### src/rtl/via_arb_pkg.sv
// Shared types for the VIA register-port arbiter: FSM states, access owner and the
// latched access command.
package via_arb_pkg;

    typedef enum logic [1:0] {
        IDLE,
        ARMED,
        CAPTURE
    } state_t;

    typedef enum logic {
        OWN_A2,
        OWN_HOST
    } owner_t;

    typedef struct packed {
        logic [3:0] addr;
        logic       we;
        logic [7:0] wdata;
    } via_cmd_t;

    localparam via_cmd_t CMD_NONE = '{addr: 4'h0, we: 1'b0, wdata: 8'h00};

endpackage

### src/rtl/via_cmd_slot.sv
// One-deep holding register for an Apple II bus access that arrives while the VIA
// port is busy; a strobe that finds the slot occupied is dropped and flagged.
module via_cmd_slot
    import via_arb_pkg::*;
(
    input  logic     clock,
    input  logic     reset_n,
    input  logic     load,
    input  via_cmd_t load_cmd,
    input  logic     take,
    input  logic     bypass,
    output logic     full,
    output via_cmd_t cmd,
    output logic     overrun
);

    always_ff @(posedge clock or negedge reset_n) begin
        if (!reset_n) begin
            full    <= 1'b0;
            cmd     <= CMD_NONE;
            overrun <= 1'b0;
        end else if (take) begin
            // the held entry leaves this cycle, so a coincident strobe refills the slot
            full <= load;
            if (load) begin
                cmd <= load_cmd;
            end
        end else if (load && !bypass) begin
            if (full) begin
                overrun <= 1'b1;
            end else begin
                full <= 1'b1;
                cmd  <= load_cmd;
            end
        end
    end

endmodule

### src/rtl/via_bus_arbiter.sv
// Shares one via6522 register port between the Apple II bus (priority, never stalled)
// and the internal host, issuing at most one VIA access per phi window.
//
//   state   | meaning
//   IDLE    | no access in flight; arbitrate on phi_rising
//   ARMED   | command latched; strobe wen/ren on phi_falling
//   CAPTURE | read issued; wait for VIA read data, then ack owner
module via_bus_arbiter
    import via_arb_pkg::*;
#(
    parameter int unsigned RD_LAT       = 1,
    parameter int unsigned HOST_TIMEOUT = 64
) (
    input  logic       clock,
    input  logic       reset_n,
    input  logic       phi_rising,
    input  logic       phi_falling,
    input  logic       a2_req,
    input  logic [3:0] a2_addr,
    input  logic       a2_we,
    input  logic [7:0] a2_wdata,
    output logic       a2_ack,
    output logic [7:0] a2_rdata,
    output logic       a2_overrun,
    input  logic       host_req,
    input  logic [3:0] host_addr,
    input  logic       host_we,
    input  logic [7:0] host_wdata,
    output logic       host_ack,
    output logic       host_err,
    output logic [7:0] host_rdata,
    output logic [3:0] via_addr,
    output logic       via_wen,
    output logic       via_ren,
    output logic [7:0] via_data_in,
    input  logic [7:0] via_data_out,
    output logic       busy
);

    localparam int unsigned TO_W  = $clog2(HOST_TIMEOUT + 1);
    localparam int unsigned LAT_W = 2;
    localparam logic [LAT_W-1:0] LAT_LOAD = LAT_W'(RD_LAT > 1 ? RD_LAT - 2 : 0);

    state_t           state;
    state_t           state_nxt;
    owner_t           owner;
    via_cmd_t         cmd;
    via_cmd_t         a2_cmd_in;
    via_cmd_t         host_cmd_in;
    via_cmd_t         slot_cmd;
    logic             slot_full;
    logic             grant_slot;
    logic             grant_bypass;
    logic             grant_host;
    logic             write_done;
    logic             read_issue;
    logic             capture;
    logic             host_wait;
    logic [LAT_W-1:0] lat_cnt;
    logic [TO_W-1:0]  host_cnt;

    assign a2_cmd_in   = '{addr: a2_addr, we: a2_we, wdata: a2_wdata};
    assign host_cmd_in = '{addr: host_addr, we: host_we, wdata: host_wdata};

    via_cmd_slot u_slot (
        .clock    (clock),
        .reset_n  (reset_n),
        .load     (a2_req),
        .load_cmd (a2_cmd_in),
        .take     (grant_slot),
        .bypass   (grant_bypass),
        .full     (slot_full),
        .cmd      (slot_cmd),
        .overrun  (a2_overrun)
    );

    always_ff @(posedge clock or negedge reset_n) begin
        if (!reset_n) begin
            state <= IDLE;
        end else begin
            state <= state_nxt;
        end
    end

    always_comb begin
        state_nxt    = state;
        grant_slot   = 1'b0;
        grant_bypass = 1'b0;
        grant_host   = 1'b0;
        write_done   = 1'b0;
        read_issue   = 1'b0;
        capture      = 1'b0;
        via_wen      = 1'b0;
        via_ren      = 1'b0;
        case (state)
            IDLE: begin
                if (phi_rising) begin
                    if (slot_full) begin
                        grant_slot = 1'b1;
                    end else if (a2_req) begin
                        grant_bypass = 1'b1;
                    end else if (host_req) begin
                        grant_host = 1'b1;
                    end
                    if (slot_full || a2_req || host_req) begin
                        state_nxt = ARMED;
                    end
                end
            end
            ARMED: begin
                if (phi_falling) begin
                    via_wen = cmd.we;
                    via_ren = ~cmd.we;
                    if (cmd.we) begin
                        write_done = 1'b1;
                        state_nxt  = IDLE;
                    end else if (RD_LAT == 1) begin
                        capture   = 1'b1;
                        state_nxt = IDLE;
                    end else begin
                        read_issue = 1'b1;
                        state_nxt  = CAPTURE;
                    end
                end
            end
            CAPTURE: begin
                if (lat_cnt == '0) begin
                    capture   = 1'b1;
                    state_nxt = IDLE;
                end
            end
            default: state_nxt = IDLE;
        endcase
    end

    // a host already holding the port is not waiting, so its timer must not run
    assign host_wait = phi_rising && !(state != IDLE && owner == OWN_HOST);

    always_ff @(posedge clock or negedge reset_n) begin
        if (!reset_n) begin
            owner      <= OWN_A2;
            cmd        <= CMD_NONE;
            lat_cnt    <= '0;
            host_cnt   <= '0;
            a2_ack     <= 1'b0;
            a2_rdata   <= 8'h00;
            host_ack   <= 1'b0;
            host_err   <= 1'b0;
            host_rdata <= 8'h00;
        end else begin
            a2_ack   <= 1'b0;
            host_ack <= 1'b0;
            host_err <= 1'b0;

            if (grant_slot || grant_bypass || grant_host) begin
                owner <= grant_host ? OWN_HOST : OWN_A2;
                if (grant_host) begin
                    cmd <= host_cmd_in;
                end else if (grant_slot) begin
                    cmd <= slot_cmd;
                end else begin
                    cmd <= a2_cmd_in;
                end
            end

            if (read_issue) begin
                lat_cnt <= LAT_LOAD;
            end else if (state == CAPTURE && lat_cnt != '0) begin
                lat_cnt <= lat_cnt - LAT_W'(1);
            end

            if (write_done || capture) begin
                if (owner == OWN_A2) begin
                    a2_ack <= 1'b1;
                end else begin
                    host_ack <= 1'b1;
                end
            end
            if (capture) begin
                if (owner == OWN_A2) begin
                    a2_rdata <= via_data_out;
                end else begin
                    host_rdata <= via_data_out;
                end
            end

            if (!host_req || grant_host) begin
                host_cnt <= '0;
            end else if (host_wait) begin
                if (host_cnt == TO_W'(HOST_TIMEOUT - 1)) begin
                    host_cnt <= '0;
                    host_ack <= 1'b1;
                    host_err <= 1'b1;
                end else begin
                    host_cnt <= host_cnt + TO_W'(1);
                end
            end
        end
    end

    assign via_addr    = cmd.addr;
    assign via_data_in = cmd.wdata;
    assign busy        = (state != IDLE);

    // the phi generator never produces both edges in one clock
    always_ff @(posedge clock) begin
        if (reset_n) begin
            assert (!(phi_rising && phi_falling));
        end
    end

endmodule

### config.mk
export PLATFORM = sky130hd
export DESIGN_NAME = via_bus_arbiter
export DESIGN_NICKNAME = d
export VERILOG_FILES = /design/src/rtl/via_arb_pkg.sv /design/src/rtl/via_cmd_slot.sv /design/src/rtl/via_bus_arbiter.sv
export SDC_FILE = /design/constraint.sdc
export NUM_CORES = 1
export LEC_CHECK = 0
export BUFFER_PORTS_ARGS = -buffer_cell sky130_fd_sc_hd__buf_2
export CAP_MARGIN = 0
export CORE_ASPECT_RATIO = 1.1
export CORE_MARGIN = 10
export CORE_UTILIZATION = 45
export CTS_BUF_LIST = sky130_fd_sc_hd__clkbuf_2
export CTS_CLUSTER_DIAMETER = 150
export DETAILED_ROUTE_END_ITERATION = 6
export GPL_TIMING_DRIVEN = 0
export MAX_ROUTING_LAYER = met4
export PLACE_DENSITY = 0.72
export RECOVER_POWER = 25
export SYNTH_ARGS = -nofsm -noshare
export SYNTH_HDL_FRONTEND = slang
export SYNTH_HIERARCHICAL = 1
export SYNTH_SLANG_ARGS = --single-unit
### constraint.sdc
create_clock -name clock -period 1.9 [get_ports clock]
set_clock_uncertainty 0.1 [all_clocks]
set_input_delay 0.095 -clock clock [delete_from_list [all_inputs] [get_ports clock]]
set_output_delay 0.095 -clock clock [all_outputs]
set_load 0.01 [all_outputs]
# ---- After elaboration in Yosys (flattened, before gate mapping)
# Index checks and enable logic that the tools add are counted.
dict set report totals {
  ff_bits 59
  input_bits 40
  out_inout_bits 35
}
dict set report classes {
  bitwise_logic 3
  mux 50
  n_eq_ne 9
  reduce_logical 24
  n_addsub 2
}
# operator count
set ops {}
lappend ops {{2-to-1 mux 13 bit} 6}
lappend ops {{2-to-1 mux 1 bit} 35}
lappend ops {{2-to-1 mux 7 bit} 3}
lappend ops {{inequality test 2 bit, second input constant} 6}
lappend ops {{2-to-1 mux 2 bit} 4}
lappend ops {{nonzero test 2 bit} 4}
lappend ops {{adder 7 x 1 -> 7 bit, second input constant} 1}
lappend ops {{== test 7 x 6 -> 1 bit, second input constant} 1}
lappend ops {{logical OR 1 bit} 6}
lappend ops {{one-hot mux 2 bit (3 select lines)} 1}
lappend ops {{AND reduction 3 bit} 2}
lappend ops {{logical AND 1 bit} 4}
lappend ops {{zero test 2 bit} 2}
lappend ops {{AND reduction 2 bit} 2}
lappend ops {{AND reduction 4 bit} 1}
lappend ops {{zero test 1 bit} 3}
lappend ops {{NOT 1 bit} 3}
lappend ops {{== test 2 x 1 -> 1 bit, second input constant} 1}
lappend ops {{== test 2 bit, second input constant} 1}
lappend ops {{one-hot mux 1 bit (2 select lines)} 1}
lappend ops {{subtractor 2 x 1 -> 2 bit, second input constant} 1}

# ---- Longest topological paths before layout
dict set report logic_depth {
  depth_word 8
  mapped_depth 6
  ltp_nobuf 5
}

# ---- Hierarchy
# Netlist, hierarchy kept.
# mod instances seq_area_each_um2 area_per_inst_um2 cells_each
set by_module_without_submodules {}
lappend by_module_without_submodules {via_bus_arbiter 1 1026.0 2108.3 206}
lappend by_module_without_submodules {via_cmd_slot 1 375.4 770.7 67}

# ---- Worst setup path after synthesis
# Ideal clock, no wire load.
dict set report synth_timing {
  kind {reg2reg}
  from {register state[0]}
  to {register u_slot/cmd[8] (netlist name)}
  setup_slack_ps 19
  period_less_slack_ps 1881
  setup_ps 130
  t_arrival_ps 1651
  path_stages_with_launch 6
  cell_sequence {dfrtp_1 nand2b_2 nor3b_1 o21ba_2 buf_4 o32ai_1}
}
dict set report synth_between {
  elab_chain_len 6
  word_cells_on_any_way 10
  classes_between {eq/ne (2); mux (3); reduce/logical (5)}
}
# item line
set synth_rtl {}
lappend synth_rtl {{start, declared} via_bus_arbiter.sv:44} ;# state_t state;
lappend synth_rtl {{start signal, assigned} via_bus_arbiter.sv:81} ;# state <= state_nxt;
lappend synth_rtl {{zero test 2 bit} via_bus_arbiter.sv:95} ;# case (state)
lappend synth_rtl {{2-to-1 mux 1 bit} via_bus_arbiter.sv:95}
lappend synth_rtl {{named net grant_bypass} via_bus_arbiter.sv:53} ;# logic grant_bypass;
lappend synth_rtl {{zero test 1 bit} via_cmd_slot.sv:28} ;# end else if (load && !bypass) begin
lappend synth_rtl {{logical AND 1 bit} via_cmd_slot.sv:28}
lappend synth_rtl {{nonzero test 2 bit (no source line)} n/a}
lappend synth_rtl {{AND reduction 3 bit (no source line)} n/a}
lappend synth_rtl {{end signal, assigned} via_cmd_slot.sv:26} ;# cmd <= load_cmd;
lappend synth_rtl {{end signal, assigned} via_cmd_slot.sv:33} ;# cmd <= load_cmd;
lappend synth_rtl {{end, declared} via_cmd_slot.sv:13} ;# output via_cmd_t cmd,
# The timed path passes the listed nets, and every way through them passes these cells.
# A chain may end at the register's enable or synchronous reset.

# ---- Worst setup path after layout
dict set report layout_timing {
  from {register u_slot.full}
  to {register cmd, in the netlist via_addr[1]}
}
dict set report layout_between {
  elab_chain_len 5
  word_cells_on_any_way 13
  classes_between {mux (11); reduce/logical (2)}
}
# item line
set layout_rtl {}
lappend layout_rtl {{start, declared} via_cmd_slot.sv:12} ;# output logic full,
lappend layout_rtl {{start signal, assigned} via_cmd_slot.sv:24} ;# full <= load;
lappend layout_rtl {{2-to-1 mux 1 bit} via_bus_arbiter.sv:98} ;# if (slot_full) begin
lappend layout_rtl {{2-to-1 mux 1 bit} via_bus_arbiter.sv:97} ;# if (phi_rising) begin
lappend layout_rtl {{2-to-1 mux 1 bit} via_bus_arbiter.sv:95}
lappend layout_rtl {{2-to-1 mux 13 bit / logical OR 1 bit (equally long branches)} {via_bus_arbiter.sv:159, via_bus_arbiter.sv:155}}
lappend layout_rtl {{2-to-1 mux 13 bit / logical OR 1 bit (equally long branches)} {via_bus_arbiter.sv:157, via_bus_arbiter.sv:155}}
lappend layout_rtl {{end signal, assigned} via_bus_arbiter.sv:158} ;# cmd <= host_cmd_in;
lappend layout_rtl {{end signal, assigned} via_bus_arbiter.sv:160} ;# cmd <= slot_cmd;
lappend layout_rtl {{end signal, assigned} via_bus_arbiter.sv:162} ;# cmd <= a2_cmd_in;
lappend layout_rtl {{end, declared} via_bus_arbiter.sv:47} ;# via_cmd_t cmd;
# Parallel ways exist; a longest one is shown, timed or not.

==> flow_summary.json <==
{
  "status": "finished clean",
  "critPathArrivalTime_ps": 2080,
  "io-pin-count": 75,
  "clock_sink_count": 56,
  "clk_transition_reported_paths_ps": 280,
  "post_route_cells_drive_above_1_share_pct": 39.1,
  "flow.area_growth_from_synthesis_pct": 35.4,
  "drt_first_iter_violations": 133,
  "max-slew-margin-rel_pct": 7.16,
  "setup-violations-final": 0,
  "drc_violations": 0,
  "start_kind": "flip-flop",
  "worst_hold_path_type": "primary input to flip-flop",
  "place.detailed.instances": 427,
  "cts.htree.levels": 2,
  "synth-edff-count": 0,
  "clock_buffer_depth": 2,
  "holdWs_ps": 244,
  "grt_first_pass_wirelength_um": 11900,
  "max_freq_ghz": 0.556,
  "power-per-cell-area_mw_per_mm2": 961,
  "syn_area_mm2": 0.00288,
  "post_synthesis_cell_count": 273,
  "portBuffers": 74,
  "global_route.usage.total_pct": 15.1,
  "combinationalPowerShare_pct": 40.0,
  "power.static_leakage_nw": 1.91,
  "synthArstFlopShare_pct": 100,
  "mostFrequentLayoutCells": "sky130_fd_sc_hd__buf_2 (73), sky130_fd_sc_hd__nand2_1 (57), sky130_fd_sc_hd__dfrtp_1 (54)",
  "die_y_extent_um": 104,
  "power_switching_w": 0.00128,
  "ys_seq_area_share_pct": 48.7,
  "grt_pass1_vias": 2463,
  "viasPerCell": 4.89,
  "timing.final.crit_share_pct": 94.6,
  "maximum_number_of_pins_on_one_net_before_global_route_repair": 57,
  "numCtsBuffers": 5,
  "seq_power_share_pct": 46.8,
  "grt_antenna_before_repair": 0,
  "max_slew.worst_pin.slew_ps": 1390,
  "floorplan.die_area_mm2": 0.0100,
  "period_minus_slack_ps": 1800,
  "cp_max_fo": 10,
  "worstSkewPairLatency_ps": 470,
  "drv_cap": 0,
  "average_instance_area_after_synthesis_um2": 10.5,
  "critical_path_sink_type": "flip-flop",
  "rows": 30,
  "final-max-slew-violation-count": 0,
  "layout.nets": 444,
  "hpwl_um": 5140,
  "antenna_violating_nets_post_route": 0,
  "layout_setup_ws_ps": 102,
  "floorplan.initialDensity_pct": 46.5,
  "ir_drop_v": 0.000534,
  "finish.instance_area_mm2": 0.00390,
  "die_width_um": 96.3,
  "synth.yosys.warnings": 6,
  "antenna_cells_inserted": 0,
  "ys.flop_type": "sky130_fd_sc_hd__dfrtp_1",
  "timing_hold_violations_final": 0,
  "route.final.wire_length_um": 7250,
  "layout_commonest_cell": "sky130_fd_sc_hd__buf_2",
  "synthesis.nets": 314,
  "synth_cell_types": 41,
  "placedInstanceArea_mm2": 0.00335,
  "layout.cells.non_filler": 484,
  "final.setup.tns_ps": 0,
  "core_region_area_mm2": 0.00619,
  "power.share.switching_pct": 34.2,
  "routed_wire_length_per_instance_um": 15.0,
  "synth_seq_cells": 56,
  "root_buffer": "sky130_fd_sc_hd__clkbuf_2",
  "drt-pass1-iter-count": 4,
  "gr-total-overflow": 0,
  "type_of_the_setup_path_with_the_least_slack": "flip-flop to flip-flop",
  "cp_data_required_time_ps": 2180,
  "power.share.clock_pct": 13.3,
  "routabilityCongestion": 0.792,
  "detailroute.via_count": 2368,
  "placement.setup.worst_slack_ps": -158,
  "cts_tree": "built",
  "internal_power_w": 0.00247
}
repair_timing:
item	4_1_cts	5_1_grt
resized for setup	2	4
hold endpoints to repair	109	0
pin swaps	0	0
setup buffers	2	4
hold buffers	43	0
endpoints found under the setup margin	13	21
logic make-up (layout without fill, tap and decap cells):
family | Yosys count | count (layout) | synth area share [%]
AOI/OAI and AO/OA | 45 | 45 | 15.5
adders and majority gates | 1 | 1 | 0.435
buffers and inverters | 42 | 173 | 9.91
DFF | 56 | 56 | 48.7
muxes | 17 | 17 | 6.65
and+or+nand+nor | 112 | 112 | 18.8
cell usage after synthesis, drive strengths merged, types with 3 or more instances:
cell / number / area (um^2)
mux2: 17 / 191
o21ai: 5 / 25.0
o31ai: 14 / 120
nor2: 19 / 71.3
and3: 15 / 100
clkbuf: 4 / 45.0
inv: 18 / 67.6
buf: 20 / 173
dfrtp: 56 / 1400
nand2: 57 / 214
o32ai: 13 / 189
a22o: 3 / 26.3
nand2b: 3 / 21.3
nor3b: 5 / 48.8
power by group through the flow:
| stage | Combinational [W] | Clock (W) | Sequential, W |
|---|---|---|---|
| after CTS | 0.00149 | 0.000525 | 0.00175 |
| after detailed placement | 0.00140 | 0 | 0.00178 |
| final | 0.00150 | 0.000497 | 0.00175 |
| after global placement | 0.00136 | 0 | 0.00176 |
| after floorplan | 0.000815 | 0 | 0.00184 |
| after global routing | 0.00164 | 0.000566 | 0.00180 |
worst max-delay path: stages (launching register included):
cell and delay [ps]:
sky130_fd_sc_hd__dfrtp_2 480, sky130_fd_sc_hd__or2_4 250, sky130_fd_sc_hd__or2_1 240, sky130_fd_sc_hd__buf_6 140, sky130_fd_sc_hd__buf_6 130, sky130_fd_sc_hd__and3_1 180
sky130_fd_sc_hd__o31ai_2 220
metal layers:
metal / wire [um] / GRT usage [%]
met5: 0 / -
met4: 201 / 5.80
met3: 333 / 3.03
met2: 3670 / 24.4
met1: 3040 / 17.6
stage by stage:
step / util (%) / power (W)
2_1_floorplan: - / 0.00266
3_3_place_gp: 54.1 / 0.00312
3_5_place_dp: 54.1 / 0.00318
4_1_cts: 62.2 / 0.00376
5_1_grt: 62.9 / 0.00400
6_report: 62.9 / 0.00375
flip-flops by register name (all words and copies together) (netlist names):
register,cells
cmd,1
host_rdata,8
u_slot/full,1
a2_rdata,8
u_slot/overrun,1
host_err,1
state,1
host_cnt,7
u_slot/cmd,13
owner,1
via_data_in,8
via_addr,4
host_ack,1
a2_ack,1
cell type report:
type / count / area, um^2
fill: 527 / 2300
inverter: 18 / 67.6
sequential: 56 / 1400
multi-input combinational: 175 / 1210
clock inverter: 3 / 26.3
clock buffer: 5 / 25.0
tap: 80 / 100
timing repair buffer: 123 / 843
buffer: 24 / 218
worst paths after layout:
| check | cells after the start | start | slack, ps | to |
|---|---|---|---|---|
| max | 6 | u_slot/full | 100 | via_addr[1] |
| min | 3 | phi_falling | 240 | state[0] |
| max reg2reg | 6 | u_slot/full | 100 | via_addr[1] |
| min reg2reg | 1 | u_slot/overrun | 420 | u_slot/overrun |
| max in group asynchronous | 2 | reset_n | 460 | u_slot/full |
| min in group asynchronous | 2 | reset_n | 310 | host_cnt[5] |
Note: power is estimated with default switching activity, not from simulation.
